$ cat config.mk
export PLATFORM = sky130hd
export DESIGN_NAME = cpc_fec_encoder
export DESIGN_NICKNAME = d
export VERILOG_FILES = /design/src/rtl/cpc_fec_encoder.sv
export SDC_FILE = /design/constraint.sdc
export NUM_CORES = 1
export LEC_CHECK = 0
export ABC_AREA = 1
export CORE_AREA = 3 3 87 64
export CTS_CLUSTER_SIZE = 30
export DETAILED_ROUTE_END_ITERATION = 10
export DIE_AREA = 0 0 90 67
export PLACE_DENSITY = 0.71
export SLEW_MARGIN = 5
export SYNTH_ARGS = -nofsm -noshare
export SYNTH_HDL_FRONTEND = slang
export SYNTH_SLANG_ARGS = --single-unit
export TNS_END_PERCENT = 5
$ cat constraint.sdc
create_clock -name clk -period 1.2 [get_ports clk]
set_input_delay 0.12 -clock clk [delete_from_list [all_inputs] [get_ports clk]]
set_output_delay 0.12 -clock clk [all_outputs]
set_load 0.05 [all_outputs]
$ cat src/rtl/cpc_fec_encoder.sv
// Streaming cross-parity-check FEC encoder: gathers DEPTH rows of WIDTH bits,
// builds even row/column/total parity on the fly and hands off the whole block.
module cpc_fec_encoder #(
    parameter int unsigned WIDTH = 4,
    parameter int unsigned DEPTH = 4
) (
    input  logic                        clk,
    input  logic                        rst_n,
    input  logic                        clear,
    input  logic [WIDTH-1:0]            in_data,
    input  logic                        in_valid,
    output logic                        in_ready,
    output logic [DEPTH-1:0][WIDTH-1:0] out_data,
    output logic [DEPTH-1:0]            out_row_parity,
    output logic [WIDTH-1:0]            out_col_parity,
    output logic                        out_total_parity,
    output logic                        out_valid,
    input  logic                        out_ready,
    output logic [15:0]                 out_block_cnt
);

    localparam int unsigned CNT_W = (DEPTH > 1) ? $clog2(DEPTH) : 1;
    localparam logic [CNT_W-1:0] LAST_ROW = CNT_W'(DEPTH - 1);

    typedef enum logic {
        COLLECT = 1'b0,
        OUTPUT  = 1'b1
    } state_t;

    state_t           state;
    logic [CNT_W-1:0] row_cnt;

    // Handshake flags decode straight from the state flop, never from inputs.
    assign in_ready  = (state == COLLECT);
    assign out_valid = (state == OUTPUT);

    always_ff @(posedge clk or negedge rst_n) begin
        if (!rst_n) begin
            state            <= COLLECT;
            row_cnt          <= '0;
            out_data         <= '0;
            out_row_parity   <= '0;
            out_col_parity   <= '0;
            out_total_parity <= 1'b0;
            out_block_cnt    <= '0;
        end else if (clear) begin
            state            <= COLLECT;
            row_cnt          <= '0;
            out_data         <= '0;
            out_row_parity   <= '0;
            out_col_parity   <= '0;
            out_total_parity <= 1'b0;
        end else if (state == OUTPUT) begin
            if (out_ready) begin
                state            <= COLLECT;
                out_data         <= '0;
                out_row_parity   <= '0;
                out_col_parity   <= '0;
                out_total_parity <= 1'b0;
                out_block_cnt    <= out_block_cnt + 16'd1;
            end
        end else if (in_valid) begin
            out_data[row_cnt]       <= in_data;
            out_row_parity[row_cnt] <= ^in_data;
            out_col_parity          <= out_col_parity ^ in_data;
            out_total_parity        <= out_total_parity ^ (^in_data);
            // Explicit wrap so non-power-of-two depths work.
            if (row_cnt == LAST_ROW) begin
                row_cnt <= '0;
                state   <= OUTPUT;
            end else begin
                row_cnt <= row_cnt + CNT_W'(1);
            end
        end
    end

endmodule

=== After elaboration in Yosys (flattened, before gate mapping) ===
Cells that the tools add are included.

* Flip-flop bits (word level): 44
* Output and inout bits: 43
* Input bits: 9

* $lt $le $gt $ge: 2
* Bitwise logic cells: 4
* Add/subtract/negate cells: 2
* Multiplexer cells: 30
* Equal/unequal tests: 3
* Reductions and logical operators: 7

{| class="wikitable"
|+ Operators with widths
! kind !! number
|-
| 16-bit two-way mux || 4
|-
| 4-bit two-way mux || 8
|-
| 16-bit by 1-bit adder with 16-bit output, second input constant || 1
|-
| 16-bit bitwise mux || 1
|-
| 1-bit two-way mux || 10
|-
| 4-bit demux with 2-bit select || 1
|-
| 2-bit two-way mux || 4
|-
| 4-bit bitwise mux || 1
|-
| 2-bit AND reduction || 2
|-
| 4-bit parity || 1
|-
| 4-bit XOR || 1
|-
| 2-bit by 3-bit less-than comparator with 1-bit output, second input constant || 1
|-
| 3-bit != test, second input constant || 1
|-
| 3-bit AND reduction || 1
|-
| 3-bit nonzero test || 1
|-
| 2-bit by 1-bit adder with 2-bit output, second input constant || 1
|-
| 1-bit demux with 2-bit select || 1
|-
| 2-bit equality test, second input constant || 1
|-
| 2-bit by 1-bit >= comparator with 1-bit output, second input constant || 1
|-
| 2-bit != test, second input constant || 1
|-
| 1-bit NOT || 2
|-
| 2-bit nonzero test || 1
|-
| 1-bit logical AND || 1
|-
| 1-bit XOR || 1
|}

=== Depth between registers and ports, before layout ===
* Depth after elaboration: 8
* Mapped depth: 9
* Gate-level depth less buffers: 9

=== Worst setup path after synthesis ===
No wires, ideal clock.

* Kind: register -> register
* Start: reg state (netlist: out_valid)
* End: reg out_data[0] (netlist bit)
* Buffers on the path: 1
* Period minus slack after synthesis: 1.756 ns
* Arrival time: 1.632 ns
* Cell stages (with the launch flop): 9
* Path slack: -0.556 ns
* Required time: 1.076 ns
* Cell sequence: dfrtp_1 > inv_2 > nand2_1 > nand2_1 > inv_2 > buf_8 > o21ai_4 > nand2_1 > o21ai_1

* Cells in the longest elaborated chain, start to end: 2

{| class="wikitable"
|+ RTL lines
! item !! line !! text
|-
| from (decl) || 30 || <nowiki>state_t state;</nowiki>
|-
| from (signal assigned) || 39 || <nowiki>state <= COLLECT;</nowiki>
|-
| from (signal assigned) || 47 || <nowiki>state <= COLLECT;</nowiki>
|-
| from (signal assigned) || 55 || <nowiki>state <= COLLECT;</nowiki>
|-
| 3-bit != test (no line), or another cell as far along || -- ||
|-
| 2-bit AND reduction (no line) / 16-bit two-way mux (equally long branches) || -- ||
|-
| to (signal, indexed assignment) || 63 || <nowiki>out_data[row_cnt] <= in_data;</nowiki>
|-
| to (decl) || 13 || <nowiki>output logic [DEPTH-1:0][WIDTH-1:0] out_data,</nowiki>
|}

Parallel ways exist; a longest one is shown, timed or not.
A chain may end at the register's enable or synchronous reset.

=== Worst setup path after layout ===
* Start: reg state (netlist: out_valid)
* End: reg out_data[10] (netlist bit)

Same word-level chain as after synthesis.

==> flow_summary.yaml <==
outcome:
  status: "finished with violations"
  violations: "setup timing"
floorplan:
  die_area_um2: 6030
  start_util_pct: 43.9
  io_pins: 52
  die_w_um: 90
  rows: 21
  core_um2: 4780
  die_y_um: 67
layout:
  num-fill-cells: 313
  diodes: 0
  final_common_cell: "nand2_1"
  final_cell_mix: "nand2_1, buf_12, dfrtp_1, buf_4, o21ai_1"
  area_growth_pct: 75.6
  instances_no_fill: 393
  fin_area_um2: 3690
  layout-drive-gt1-share_pct: 45.1
  nets: 337
power:
  p_per_area_nw_per_um2: 959
  peakVddDrop_mv: 0.628
  p_comb_share_pct: 26.8
  swShare_pct: 31.1
  power_w: 0.00354
  switchingPower_w: 0.00110
  p_int_w: 0.00244
  power.share.clock_pct: 26.7
  p_leak_nw: 1.71
  seq_power_share_pct: 46.5
placement:
  portBuffers: 51
  dpl.cell_count: 381
  placed_area_um2: 3410
  place.gp.congestion: 0.834
  dp_hpwl_um: 4290
clock_network:
  cts_buffers: 5
  h-tree-depth: 2
  clk_latency_ns: 0.29
  cts_root_buf: "clkbuf_8"
  cts_tree: "yes"
  cts.sinks: 44
  clkTransAtPathRegs_ns: 0.09
  clk_path_buf_depth: 2
worst_setup_path:
  path_max_fanout: 6
  cp_data_required_time_ns: 1.41
  startpoint_type: "flip-flop"
  worstSetupPathType: "flip-flop to flip-flop"
  arrival_ns: 1.53
  end_kind: "flip-flop"
sta:
  slew_headroom_pct: 85.1
  finalCritPeriodShare_pct: 110
  finClkSkew_ns: 0.00940
  finalHoldViolCount: 0
  rsz0062_at_grt: "true"
  slew_violations: 0
  setup_viol: 37
  worstMarginPinSlew_ns: 0.221
  period_needed_ns: 1.32
  max_freq_ghz: 0.756
  fin_ws_ns: -0.123
synth:
  synthCells: 231
  synth.ff_latch_count: 44
  syn_nets: 245
  synth-seq-area-share_pct: 52.4
  syn_area_um2: 2100
  syn_avg_cell_area_um2: 9.09
  synthDistinctLibCells: 23
  yosysWarningCount: 0
grt:
  grt_usage_pct: 19.0
  grt_pass1_wl_um: 9070
  antenna_found_initial: 0
  grt_overflow: 0
  grt_max_degree: 45
  grt_pass1_vias: 1820
routing:
  ant_nets: 0
  post_drt_wl_per_cell_um: 14.4
  drt-total-wl_um: 5670
  drcViolationCount: 0
  viasPerCell: 4.76
  via_count: 1872
  first_iter_violations: 91
  drtPass1Iterations: 4
worst_hold_path:
  hold_class: "primary input to async pin"
flow_run:
  cap_violations: 0
final timing paths:
kind | start | end | slack (ns) | cells past startpoint
worst max-delay path | out_valid | out_data[10] | -0.12 | 5
worst min-delay path | rst_n | out_valid | 0.36 | 3
min in group clk | out_block_cnt[15] | out_block_cnt[15] | 0.54 | 1
worst min register to register | out_block_cnt[15] | out_block_cnt[15] | 0.54 | 1
worst max register to register | out_valid | out_data[10] | -0.12 | 5
max in group asynchronous | rst_n | out_block_cnt[9] | 0.62 | 3
cell usage after synthesis, drive strengths merged:
| cell | number | area, µm² |
|---|---|---|
| nand3 | 16 | 97.6 |
| buf | 1 | 15.0 |
| xnor2 | 6 | 52.6 |
| ha | 5 | 62.6 |
| o21ai | 30 | 180 |
| a21oi | 4 | 35.0 |
| xor2 | 6 | 52.6 |
| nor3 | 1 | 5.00 |
| nor2 | 17 | 83.8 |
| inv | 26 | 97.6 |
| nand4 | 1 | 6.26 |
| nand2 | 74 | 310 |
| dfrtp | 44 | 1100 |
per-stage QoR:
step	utilization [%]	setup TNS (ns)	hold WS, ns	setup WS (ns)
after floorplan	-	-4.24	-0.176	-0.136
after global placement	71.4	-8.28	0.113	-0.253
after detailed placement	71.4	-10.11	0.127	-0.315
after CTS	75.0	-3.01	0.351	-0.120
after global routing	77.1	-5.29	0.383	-0.202
final	77.1	-2.61	0.355	-0.123
final cells by class:
type / count / area [µm²] / share of cell area [%]
multi-input combinational: 160 / 1040 / 28.2
tap: 69 / 86.3 / 2.34
sequential: 44 / 1120 / 30.3
timing repair buffer: 86 / 1240 / 33.5
clock buffer: 6 / 82.6 / 2.24
inverter: 26 / 115 / 3.12
clock inverter: 2 / 10.0 / 0.271
metal layers:
metal	GRT usage (%)	routed length [µm]	vias to the layer above
met1	25.3	2540	910
met3	3.84	244	2
li1	-	-	919
met4	4.77	25	0
met2	32.0	2860	41
met5	0	0	-
cell families (layout without fill, tap and decap cells):
| family | count (synthesis) | in the layout | share of synthesized area, % |
|---|---|---|---|
| compound gates | 34 | 34 | 10.3 |
| xor+xnor | 12 | 12 | 5.01 |
| fa+ha+maj | 5 | 5 | 2.98 |
| buf+inv | 27 | 120 | 5.36 |
| flops | 44 | 44 | 52.4 |
| simple gates | 109 | 109 | 24.0 |
registers in the layout, summed over array words and instances (netlist names):
name,cells
out_valid,1
out_data,16
row_cnt,2
out_total_parity,1
out_row_parity,4
out_block_cnt,16
out_col_parity,4
power groups by stage:
stage                     registers, W  clock network, W  logic [W]
after floorplan                0.00187                 0   0.000208
after global placement         0.00167                 0   0.000878
after detailed placement       0.00167                 0   0.000897
after CTS                      0.00164          0.000956   0.000921
after global routing           0.00165           0.00105   0.000997
final                          0.00164          0.000943   0.000948
critical path, stage by stage (launching register included):
cell	delay, ns
dfrtp_4	0.57
nor2_4	0.17
inv_4	0.09
o21ai_4	0.22
nand2_1	0.09
o21ai_1	0.09
timing repair:
item,CTS,global route
pin swaps,4,10
setup buffers,1,2
endpoints found under the hold margin,44,0
endpoints found under the setup margin,40,43
resized for setup,16,23
hold buffers,1,0
Power figures use the tool's default switching activity.
